[config.mk]
export PLATFORM = sky130hd
export DESIGN_NAME = alu_issue_ctrl
export DESIGN_NICKNAME = d
export VERILOG_FILES = /design/src/rtl/exe_pkg.sv /design/src/rtl/alu_issue_ctrl.sv
export SDC_FILE = /design/constraint.sdc
export NUM_CORES = 1
export LEC_CHECK = 0
export ABC_AREA = 1
export BUFFER_PORTS_ARGS = -buffer_cell sky130_fd_sc_hd__buf_4
export CAP_MARGIN = 20
export CORE_MARGIN = 3
export CORE_UTILIZATION = 49
export CTS_CLUSTER_SIZE = 14
export DETAILED_ROUTE_END_ITERATION = 8
export PLACE_DENSITY = 0.86
export SLEW_MARGIN = 10
export SYNTH_ARGS = -nofsm -noshare
export SYNTH_HDL_FRONTEND = slang
export SYNTH_SLANG_ARGS = --single-unit
export TNS_END_PERCENT = 1
[constraint.sdc]
create_clock -name clk -period 3.95 [get_ports clk]
set_input_delay 0.1975 -clock clk [delete_from_list [all_inputs] [get_ports clk]]
set_output_delay 0.1975 -clock clk [all_outputs]
set_load 0.01 [all_outputs]
[src/rtl/exe_pkg.sv]
// Shared EXE-stage definitions: ALU opcode encodings and the issue FSM state type.
package exe_pkg;

   localparam logic [2:0] OpNop = 3'b000;
   localparam logic [2:0] OpAdd = 3'b001;
   localparam logic [2:0] OpSub = 3'b010;
   localparam logic [2:0] OpAnd = 3'b011;
   localparam logic [2:0] OpOr  = 3'b100;
   localparam logic [2:0] OpXor = 3'b101;

   typedef enum logic [1:0] {
      StIdle  = 2'd0,
      StIssue = 2'd1,
      StWait  = 2'd2,
      StWb    = 2'd3
   } issue_state_e;

endpackage

[src/rtl/alu_issue_ctrl.sv]
// Initiator side of the EXE-stage ALU interface: takes one decoded op, issues it to the
// clocked ALU, waits out the ALU latency and holds the result for writeback.
module alu_issue_ctrl
   import exe_pkg::*;
#(
   parameter int unsigned DATA_W      = 32,
   parameter int unsigned OPC_W       = 3,
   parameter int unsigned REG_AW      = 4,
   parameter int unsigned ALU_LATENCY = 1,
   parameter int unsigned CNT_W       = 16
) (
   input  logic              clk,
   input  logic              rst,
   input  logic              in_valid,
   output logic              in_ready,
   input  logic [OPC_W-1:0]  in_opcode,
   input  logic [DATA_W-1:0] in_src_a,
   input  logic [DATA_W-1:0] in_src_b,
   input  logic [DATA_W-1:0] in_imm,
   input  logic              in_use_imm,
   input  logic [REG_AW-1:0] in_dest,
   output logic [DATA_W-1:0] alu_operand1,
   output logic [DATA_W-1:0] alu_operand2,
   output logic [OPC_W-1:0]  alu_opcode,
   output logic              alu_en,
   input  logic [DATA_W-1:0] alu_result,
   input  logic              alu_overflow,
   output logic              wb_valid,
   input  logic              wb_ready,
   output logic [REG_AW-1:0] wb_dest,
   output logic [DATA_W-1:0] wb_data,
   output logic              wb_overflow,
   output logic              ovf_sticky,
   input  logic              ovf_clear,
   output logic [CNT_W-1:0]  op_count
);

   localparam int unsigned WaitW = $clog2(ALU_LATENCY + 1);

   issue_state_e      r_state;
   issue_state_e      w_state_d;
   logic [OPC_W-1:0]  r_opcode;
   logic [DATA_W-1:0] r_op1;
   logic [DATA_W-1:0] r_op2;
   logic [REG_AW-1:0] r_dest;
   logic [WaitW-1:0]  r_wait_cnt;
   logic [DATA_W-1:0] r_wb_data;
   logic              r_wb_ovf;
   logic              r_sticky;
   logic [CNT_W-1:0]  r_op_count;

   logic w_accept;
   logic w_issue;
   logic w_wait_done;
   logic w_wb_hs;

   assign in_ready    = (r_state == StIdle);
   assign alu_en      = (r_state == StIssue);
   assign wb_valid    = (r_state == StWb);
   assign w_accept    = in_valid && in_ready;
   assign w_issue     = alu_en;
   assign w_wait_done = (r_state == StWait) && (r_wait_cnt == WaitW'(1));
   assign w_wb_hs     = wb_valid && wb_ready;

   assign alu_operand1 = r_op1;
   assign alu_operand2 = r_op2;
   assign alu_opcode   = r_opcode;
   assign wb_dest      = r_dest;
   assign wb_data      = r_wb_data;
   assign wb_overflow  = r_wb_ovf;
   assign ovf_sticky   = r_sticky;
   assign op_count     = r_op_count;

   // Next-state logic: one op in flight, IDLE -> ISSUE -> WAIT -> WB -> IDLE.
   always_comb begin
      w_state_d = r_state;
      unique case (r_state)
         StIdle:  if (in_valid) w_state_d = StIssue;
         StIssue: w_state_d = StWait;
         StWait:  if (w_wait_done) w_state_d = StWb;
         StWb:    if (wb_ready) w_state_d = StIdle;
         default: w_state_d = StIdle;
      endcase
   end

   // State register; reset abandons any op in flight.
   always_ff @(posedge clk) begin
      if (rst) begin
         r_state <= StIdle;
      end else begin
         r_state <= w_state_d;
      end
   end

   // Operand latches, wait counter, result capture, sticky overflow and op counter.
   always_ff @(posedge clk) begin
      if (rst) begin
         r_opcode   <= '0;
         r_op1      <= '0;
         r_op2      <= '0;
         r_dest     <= '0;
         r_wait_cnt <= '0;
         r_wb_data  <= '0;
         r_wb_ovf   <= 1'b0;
         r_sticky   <= 1'b0;
         r_op_count <= '0;
      end else begin
         // Operand mux resolved at accept so the ALU sees stable values through WAIT.
         if (w_accept) begin
            r_opcode <= in_opcode;
            r_op1    <= in_src_a;
            r_op2    <= in_use_imm ? in_imm : in_src_b;
            r_dest   <= in_dest;
         end
         if (w_issue) begin
            r_wait_cnt <= WaitW'(ALU_LATENCY);
            if (r_op_count != '1) r_op_count <= r_op_count + 1'b1;
         end else if (r_state == StWait) begin
            r_wait_cnt <= r_wait_cnt - 1'b1;
         end
         if (w_wait_done) begin
            r_wb_data <= alu_result;
            r_wb_ovf  <= alu_overflow;
         end
         // A set on the handshake beats a simultaneous clear.
         if (w_wb_hs && r_wb_ovf) begin
            r_sticky <= 1'b1;
         end else if (ovf_clear) begin
            r_sticky <= 1'b0;
         end
      end
   end

endmodule
==> impl_results.md <==
* Outcome: finished, final reports clean
* Fin crit share at 70.9%
* Layout area overhead at 63.3%
* CTS root buf: clkbuf_8
* Cell Chain, Critical Path: inv_1, ha_1, nand2_1, inv_1, nor2_1, nor2_1
* Seq/Total Area, Yosys at 48.3%
* CTS sink count at 124
* PortBufs at 265
* VDD IR max at 0.423 mV
* Register area at 2480 µm²
* Cell taking the most area after synthesis: dfxtp_1
* Max cap viols at 0
* EDFF count, synth at 0
* Layout cell share with drive strength beyond 1 at 30.7%
* Worst path required time at 4340 ps
* Setup Total Neg Slack at 0 ps
* CTS resizes at 0
* Cells after DPL at 1067
* Fin util at 84.0%
* Count leader, synth: nor2_1
* DR vias at 6176
* Synth top area share at 48.3%
* Skew-Pair Late Insertion Delay at 510 ps
* Die Height at 108 µm
* Mean Syn Cell Area at 7.27 µm²
* Post-synth top cells: nor2_1 (181), dfxtp_1 (124), nand2_1 (109)
* Total CTS buffers at 17
* I/O pins at 266
* Min Hold Slack at 26.9 ps
* Crit path arrival time at 3190 ps
* Chip width at 108 µm
* Yosys reg bits at 124
* Critical path class: reg2reg
* Vias in the first global route at 6157
* HPWL Detailed at 11500 µm
* Syn Inst Count at 707
* Final min period at 2800 ps
* Reg2reg setup slack at 1150 ps
* Clock transition at path regs at 60 ps
* Cell Pwr Density at 551 nW/µm²
* Area of the mapped netlist at 5140 µm²
* NumNets Final at 1173
* Routed Antenna Nets at 0
* Synth top area cells: dfxtp_1 (48%), nor2_1 (13%), nand2_1 (8.0%)
* Via density at 5.27
* Total track usage at 32.4%
* Slew Limit Fails at 0
* Core Region at 10000 µm²
* Final-report hold violation count at 0
* Avg WL per Cell at 16.7 µm
* Syn nets at 855
* CP endpoint kind: flip-flop
* Synth unique cells at 25
* Largest stage delay, worst path at 760 ps
* Largest net degree at the start of global routing at 74
* Setup crit start kind: flip-flop
* Die ar. at 11800 µm²
* Dominant synthesized flop cell: dfxtp_1
* Antenna violations before repair at 1
* Setup ws final at 1150 ps
* Async SR Flop Fraction at 0%
* First-pass GRT wire length at 29700 µm
* Worst-path maximum fanout at 34
* DRC Markers at 0
* Pre-Repair DR Iteration Count at 5
* Final setup violation count at 0
* Fillers at 606
* Worst Path Buf+Inv at 2
* Cell row count at 36
* Drt initial violations at 440
* H-tree lvl count at 4
* Slew headroom at 26.9%
* Leakage power total at 4.06 nW
* Worst hold path class: in2reg
* Multi-input logic area at 2260 µm²
* CTS tree: done
* Worst Clk Skew at 13.8 ps
* RSZ-0062 raised after global routing: false
* Gr ovfl total at 0
* Initial core utilization at 51.4%
* Gpl congestion at 0.903
* Maximum clock insertion buffer count at 2
* Warnings from Yosys at 0
* Worst Max-Slew Pin Slew at 1100 ps
* Final Routed Wirelength at 19500 µm
* Max Fclk at 357 MHz
* Crit-path slowest cell: inv_1
* Post-Layout Cell Count at 1172
* Worst path top cell family by delay: simple AND/OR/NAND/NOR gates
* Pre-CTS setup slack at 1370 ps
[through the flow]
step | power [mW] | area (µm²)
global placement | 3.09 | 7150
detailed placement | 3.12 | 7150
floorplan | 2.43 | 5140
finish | 4.62 | 8400
CTS | 4.55 | 8390
global route | 4.84 | 8390
[worst reg2reg max path: stages (launching register included)]
cell and delay, ps:
dfxtp_1 360, inv_1 100, ha_1 260, nand2_1 740, inv_1 770, nor2_1 370, nor2_1 90
[logic make-up after synthesis]
family | count (synthesis) | share of synthesized area [%]
and+or+nand+nor | 356 | 28.9
DFF | 124 | 48.3
AOI/OAI and AO/OA | 123 | 13.6
buffers and inverters | 98 | 7.79
adders and majority gates | 6 | 1.46
[cells in the final DEF, fill, tap and decap left out]
cell type and n:
diode_2 2, buf_4 268, inv_6 3, nor3_1 3, inv_1 51, dlygate4sd3_1 72, ha_1 6, clkbuf_16 16
clkinvlp_4 4, nand3_1 45, dfxtp_1 124, a21oi_1 13, clkbuf_8 2, nand2_1 109, o21ai_0 75, nand2_2 4
nand4_1 3, o21ai_1 1, nand3b_1 2, clkinv_2 4, nand3_4 2, buf_12 1, nor2_4 2, inv_2 5
a31oi_1 1, o211ai_1 33, clkinv_4 2, nand3_2 2, nor2_2 3, nor2_1 181
[power breakdown]
part           total [mW]  internal, mW  switching, mW  leakage, nW
clock network        1.38         0.785          0.590        0.250
logic                1.55         0.703          0.843         2.79
registers            1.70          1.53          0.177         1.02
[area by class of cell]
type | count | share of cell area, %
clock inverter | 13 | 1.12
tap | 133 | 1.98
multi-input combinational | 485 | 26.9
clock buffer | 18 | 5.10
sequential | 124 | 29.6
timing repair buffer | 341 | 32.8
inverter | 56 | 2.50
antenna | 2 | 0.0596
[state kept, by name, summed over array words and instances, names as in the netlist]
name and count:
r_state 2, ovf_sticky 1, r_wait_cnt 1, alu_operand2 32
wb_overflow 1, alu_operand1 32, alu_opcode 3, wb_dest 4
wb_data 32, op_count 16
[path summary, 6_finish.rpt]
kind	cells past startpoint	start	to
setup reg to reg	6	r_state[0]$_SDFFE_PP0P_	wb_data[6]$_SDFFE_PP0P_
hold reg to reg	2	wb_data[2]$_SDFFE_PP0P_	wb_data[2]$_SDFFE_PP0P_
hold / removal	5	in_imm[1]	alu_operand2[1]$_SDFFE_PP0P_
setup / recovery	6	r_state[0]$_SDFFE_PP0P_	wb_data[6]$_SDFFE_PP0P_
[routing by layer]
metal	vias up	wire, µm	global-route usage [%]
met1	2843	7070	34.2
met2	319	9950	56.5
li1	2923	-	-
met3	91	1390	8.84
met5	-	0	0
met4	0	1100	20.6
[timing repair]
| action | CTS | global route |
|---|---|---|
| hold buffers | 72 | 0 |
| hold endpoints to repair | 71 | 0 |
| buffers inserted | 0 | 0 |
| endpoints found under the setup margin | 0 | 0 |
Note: power is estimated with default switching activity, not from simulation.
